File: src/rtl/sdrd_cluster_sequencer.sv
// FAT32 cluster-chain walker: issues data and FAT sector reads to the SPI reader.
// Optional ABORT input when SDRD_SEQ_ABORT_EN is defined.
module sdrd_cluster_sequencer #(
    parameter int MAX_CLUSTERS = 4096,
    parameter int ADR_W        = 32
) (
    input  logic             CLK,
    input  logic             RST,
`ifdef SDRD_SEQ_ABORT_EN
    input  logic             ABORT,
`endif
    input  logic             START,
    input  logic [ADR_W-1:0] START_CLUSTER,
    input  logic [2:0]       SPC_LOG2,
    input  logic [ADR_W-1:0] FAT_BEGIN_LBA,
    input  logic [ADR_W-1:0] CLUS_BEGIN_LBA,
    output logic             REQ_VALID,
    input  logic             REQ_READY,
    output logic [ADR_W-1:0] REQ_ADR,
    output logic [1:0]       REQ_TYPE,
    output logic [6:0]       FAT_OFS,
    input  logic             SEC_DONE,
    input  logic             FAT_VALID,
    input  logic [ADR_W-1:0] FAT_ENTRY,
    output logic [ADR_W-1:0] CUR_CLUSTER,
    output logic             BUSY,
    output logic             DONE,
    output logic             ERR
);

    localparam int CNT_W = $clog2(MAX_CLUSTERS + 1);
    localparam logic [CNT_W-1:0] CNT_MAX  = CNT_W'(MAX_CLUSTERS);
    localparam logic [ADR_W-1:0] BAD_CLUS = ADR_W'(32'h0FFF_FFF7);
    localparam logic [ADR_W-1:0] EOC_MIN  = ADR_W'(32'h0FFF_FFF8);
    localparam logic [ADR_W-1:0] ENT_MASK = ADR_W'(32'h0FFF_FFFF);

    typedef enum logic [2:0] {
        IDLE,
        CHECK,
        DREQ,
        DWAIT,
        FREQ,
        FWAIT,
        FIN,
        FAIL
    } state_t;

    state_t state;
    state_t state_nx;

    logic [ADR_W-1:0] cur;
    logic [2:0]       spc;
    logic [ADR_W-1:0] fat_lba;
    logic [ADR_W-1:0] clus_lba;
    logic [6:0]       sec_idx;
    logic [CNT_W-1:0] clus_cnt;
    logic             err;

    logic             abort;
    logic             ld_start;
    logic             sec_inc;
    logic             sec_clr;
    logic             clus_ld;
    logic             err_set;
    logic [7:0]       span;
    logic [6:0]       sec_last;
    logic [ADR_W-1:0] entry_m;
    logic [ADR_W-1:0] data_adr;
    logic [ADR_W-1:0] fat_adr;

`ifdef SDRD_SEQ_ABORT_EN
    assign abort = ABORT;
`else
    assign abort = 1'b0;
`endif

    assign span     = 8'd1 << spc;
    assign sec_last = 7'(span - 8'd1);
    assign entry_m  = FAT_ENTRY & ENT_MASK;
    assign data_adr = clus_lba + ((cur - ADR_W'(2)) << spc) + ADR_W'(sec_idx);
    assign fat_adr  = fat_lba + (cur >> 7);

    // State register
    always_ff @(posedge CLK) begin
        if (RST) begin
            state <= IDLE;
        end else begin
            state <= state_nx;
        end
    end

    // Next-state decode and datapath strobes
    always_comb begin
        state_nx = state;
        ld_start = 1'b0;
        sec_inc  = 1'b0;
        sec_clr  = 1'b0;
        clus_ld  = 1'b0;
        err_set  = 1'b0;
        unique case (state)
            IDLE: begin
                if (START) begin
                    ld_start = 1'b1;
                    state_nx = CHECK;
                end
            end
            CHECK: begin
                if (cur < ADR_W'(2) || cur == BAD_CLUS || clus_cnt == CNT_MAX) begin
                    state_nx = FAIL;
                end else begin
                    state_nx = DREQ;
                end
            end
            DREQ: begin
                if (REQ_READY) begin
                    state_nx = DWAIT;
                end
            end
            DWAIT: begin
                if (SEC_DONE) begin
                    if (sec_idx == sec_last) begin
                        sec_clr  = 1'b1;
                        state_nx = FREQ;
                    end else begin
                        sec_inc  = 1'b1;
                        state_nx = DREQ;
                    end
                end
            end
            FREQ: begin
                if (REQ_READY) begin
                    state_nx = FWAIT;
                end
            end
            FWAIT: begin
                if (FAT_VALID) begin
                    if (entry_m >= EOC_MIN) begin
                        state_nx = FIN;
                    end else begin
                        clus_ld  = 1'b1;
                        state_nx = CHECK;
                    end
                end
            end
            FIN: begin
                state_nx = IDLE;
            end
            FAIL: begin
                state_nx = IDLE;
            end
            default: begin
                state_nx = IDLE;
            end
        endcase
        // An abort drops whatever the chain was doing, including a request
        // handed over in this same cycle; the error flag is left untouched.
        if (abort && state != IDLE) begin
            state_nx = IDLE;
            sec_inc  = 1'b0;
            sec_clr  = 1'b0;
            clus_ld  = 1'b0;
        end
        err_set = (state_nx == FAIL);
    end

    // Config latch, cluster/sector counters and sticky error
    always_ff @(posedge CLK) begin
        if (RST) begin
            cur      <= '0;
            spc      <= '0;
            fat_lba  <= '0;
            clus_lba <= '0;
            sec_idx  <= '0;
            clus_cnt <= '0;
            err      <= 1'b0;
        end else begin
            if (ld_start) begin
                cur      <= START_CLUSTER;
                spc      <= SPC_LOG2;
                fat_lba  <= FAT_BEGIN_LBA;
                clus_lba <= CLUS_BEGIN_LBA;
                sec_idx  <= '0;
                clus_cnt <= '0;
                err      <= 1'b0;
            end
            if (sec_inc) begin
                sec_idx <= sec_idx + 7'd1;
            end
            if (sec_clr) begin
                sec_idx <= '0;
            end
            if (clus_ld) begin
                cur      <= entry_m;
                clus_cnt <= clus_cnt + CNT_W'(1);
            end
            if (err_set) begin
                err <= 1'b1;
            end
        end
    end

    // Request outputs are decoded from registered state so they hold during a stall
    always_comb begin
        REQ_ADR  = '0;
        REQ_TYPE = 2'b00;
        FAT_OFS  = 7'd0;
        if (state == DREQ) begin
            REQ_ADR = data_adr;
        end else if (state == FREQ) begin
            REQ_ADR  = fat_adr;
            REQ_TYPE = 2'b01;
            FAT_OFS  = cur[6:0];
        end
    end

    assign REQ_VALID   = (state == DREQ) || (state == FREQ);
    assign BUSY        = (state != IDLE);
    assign DONE        = (state == FIN);
    assign ERR         = err;
    assign CUR_CLUSTER = cur;

endmodule

File: config.mk
export PLATFORM = sky130hd
export DESIGN_NAME = sdrd_cluster_sequencer
export DESIGN_NICKNAME = d
export VERILOG_FILES = /design/src/rtl/sdrd_cluster_sequencer.sv
export SDC_FILE = /design/constraint.sdc
export NUM_CORES = 1
export LEC_CHECK = 0
export BUFFER_PORTS_ARGS = -buffer_cell sky130_fd_sc_hd__buf_2
export CAP_MARGIN = 25
export CORE_ASPECT_RATIO = 0.9
export CORE_MARGIN = 8
export CORE_UTILIZATION = 55
export DETAILED_ROUTE_END_ITERATION = 10
export GPL_ROUTABILITY_DRIVEN = 0
export PLACE_DENSITY = 0.79
export SYNTH_ARGS = -nofsm -noshare
export SYNTH_HDL_FRONTEND = slang
export SYNTH_SLANG_ARGS = --single-unit
export TNS_END_PERCENT = 30
File: constraint.sdc
create_clock -name CLK -period 12.8 [get_ports CLK]
set_input_delay 0.64 -clock CLK [delete_from_list [all_inputs] [get_ports CLK]]
set_output_delay 0.64 -clock CLK [all_outputs]
set_load 0.005 [all_outputs]
==> results.cfg <==
[status]
status = finished clean

[pwr]
comb_power_share = 0.633
clockPowerShare = 0.172
power.switching_mw = 1.490
switching_share = 0.4979
power.density_mw_per_mm2 = 232.0
p_leak_nw = 5.615
vdd_drop_max_v = 0.0003043
seqPwrFrac = 0.196
internal_power_mw = 1.503

[critical_path]
cp_max_fo = 100
reg2reg_depth = 10
criticalPathCategory = flip-flop to output pin
reg2reg_slack_ns = 8.93
timing.rr.end = sec_idx[5]
worstPathRequired_ns = 12.16
crit_end = REQ_ADR[23]
cp-end-kind = output pin
crit_start = spc[0]
critical_path.startpoint_type = flip-flop
r2r-start = spc[0]
cp_data_arrival_time_ns = 6.55

[routing]
num_vias = 12490
first_iter_violations = 1412
drc = 0
avgRoutedWirePerCell_um = 19.59
totalWireLength_um = 38250
ant_nets = 0
dr.pass1.iters = 8
viasPerCell = 6.400

[grt]
grt_start_max_net_pins = 108
grtUsageTotal = 0.2944
gr-total-overflow = 0
first_global_vias = 11720
grt_pass1_wl_um = 60640
antenna_found_initial = 1

[die]
initial_core_util = 0.5615
rows = 49
pin_count = 214
die_w_um = 166.6
core_area_mm2 = 0.01999
die_area_mm2 = 0.02524
die_h_um = 151.5

[synth]
synthDistinctLibCells = 85
synthFlopType = dfxtp_1
synth_common_cells = 254 x nand2_1, 199 x a21oi_1, 123 x dfxtp_1, 109 x nor2_1, 87 x clkbuf_1
ys_ff_latch = 123
synth.net_count = 1786
yosysWarnings = 0
synth_edf_count = 0
yosysMostFrequentCell = nand2_1
avgSynthCellArea_um2 = 7.213
synthesis.area_mm2 = 0.01122
synthArstFlopShare = 0
synth_top_cell_by_area = dfxtp_1
seq_area_frac_synth = 0.2194
synthCells = 1556
synth_top_area_frac = 0.2194
synthTopCellsByArea = dfxtp_1 22%, ha_1 9.4%, a21oi_1 8.9%

[cts]
post_cts_buffers = 0
worstSkewPairLatency_ns = 0.43
cts.sinks = 123
cts_buffers = 17
cts_resized = 0
clockRootBuffer = clkbuf_16
cts_max_level = 4
path_clk_slew_ns = 0.06
cts_hold_buf = 0
cts_max_path_buffers = 2
cts_tree = done

[sta]
timing.fmax_mhz = 139.0
final.setup.worst_slack_ns = 5.605
setup_viol = 0
timing.final.crit_share = 0.5621
clock_skew_ns = 0.01069
worstMarginPinSlew_ns = 0.9725
slew_viol_final = 0
slew-limit-headroom = 0.3517
min_period_ns = 7.195
finalHoldViolations = 0
setup_tns_ns = 0
whs_ns = 0.4452
rsz0062_at_grt = no

[place]
place_ws_ns = 6.263
hpwl_um = 28050
io_buffers = 208

[cells_and_area]
diodes = 0
layout-drive-gt1-share = 0.1744
final_core_util = 0.6454
layout.nets = 1914
syn2layout_area_growth_pct = 14.94

[worst_hold_path]
hold_depth = 3
hold_class = input port to flip-flop

[run]
maxCapViolCount = 0
-- layout make-up --
cell class                      instances  area, µm²
Sequential cell                       123       2464
Multi-Input combinational cell       1267       8100
Tap cell                              255      319.1
Inverter                               45      168.9
Clock buffer                           21      460.4
Timing Repair Buffer                  230       1229
Clock inverter                         11      158.9
Fill cell                            1802       7087
-- critical path, stage by stage (launching register included) --
cell and delay [ns]:
dfxtp_2 0.31, buf_4 0.72, inv_1 0.63, nand2_1 0.24, nor3_1 0.06, a221oi_1 0.25
nor2_1 0.06, a221oi_1 0.41, mux2i_1 0.21, mux2i_1 0.21, ha_1 0.26, ha_1 0.41
nand2_1 0.10, o21ai_0 0.08, or4b_1 0.52, o21ai_2 0.23, a21oi_1 0.14, o41ai_1 0.53
o21ai_0 0.21, xnor2_1 0.24, o22ai_1 0.11, buf_2 0.15
-- layer usage --
layer | vias up | track usage | part of all wire
met2 | 659 | 0.4741 | 0.45
met5 | - | 0 | 0.00084
met1 | 5822 | 0.3687 | 0.41
met4 | 4 | 0.1314 | 0.039
li1 | 5894 | - | -
met3 | 114 | 0.07718 | 0.10
-- worst min path at each step --
stage	start	to	slack, ns
floorplan	clus_lba[0]	clus_lba[0]	0.44
global placement	clus_lba[4]	clus_lba[4]	0.45
detailed placement	clus_lba[6]	clus_lba[6]	0.45
CTS	FAT_BEGIN_LBA[24]	fat_lba[24]	0.44
global route	FAT_BEGIN_LBA[12]	fat_lba[12]	0.45
finish	CLUS_BEGIN_LBA[2]	clus_lba[2]	0.45
-- power groups by stage --
stage	sequential (mW)	combinational [mW]	clock, mW
2_1_floorplan	0.512	1.42	0
3_3_place_gp	0.583	1.78	0
3_5_place_dp	0.587	1.83	0
4_1_cts	0.579	1.85	0.517
5_1_grt	0.594	2.08	0.534
6_report	0.586	1.89	0.514
-- state kept, by name, indices dropped and copies added, names as in the netlist --
name / flops
CUR_CLUSTER: 32
clus_lba: 32
fat_lba: 32
clus_cnt: 13
sec_idx: 7
spc: 3
state: 3
ERR: 1
-- metrics by stage --
stage | power, mW | cell area (µm²) | instances
5_1_grt | 3.212 | 12900 | 1952
4_1_cts | 2.945 | 12870 | 1951
3_3_place_gp | 2.361 | 12250 | 1919
3_5_place_dp | 2.415 | 12250 | 1919
6_report | 2.993 | 12900 | 1952
2_1_floorplan | 1.932 | 11220 | 1556
-- cell families after synthesis --
logic type	count (synthesis)	synth area share
simple gates	586	0.2548
compound gates	475	0.2618
buf+inv	166	0.05953
flops	123	0.2194
fa+ha+maj	93	0.1097
xor+xnor	66	0.05151
mux	46	0.04292
other cells	1	0.0003341
-- layout by cell type (no fill, tap or decap), drive strengths merged, types with 10 or more instances in the layout --
master	instances
o22ai	31
and3	27
clkbuf	21
nand2b	16
mux2i	38
nand4	26
xnor2	40
a21o	16
nand2	255
a211oi	14
o21ai	66
nor2	111
o211ai	12
nand3	38
xor2	26
dfxtp	123
a31oi	13
a22oi	34
a21oi	199
o31ai	14
inv	46
nor3	36
nand3b	10
o21a	15
ha	84
nor4	18
buf	230
(Power assumes the default switching activity.)
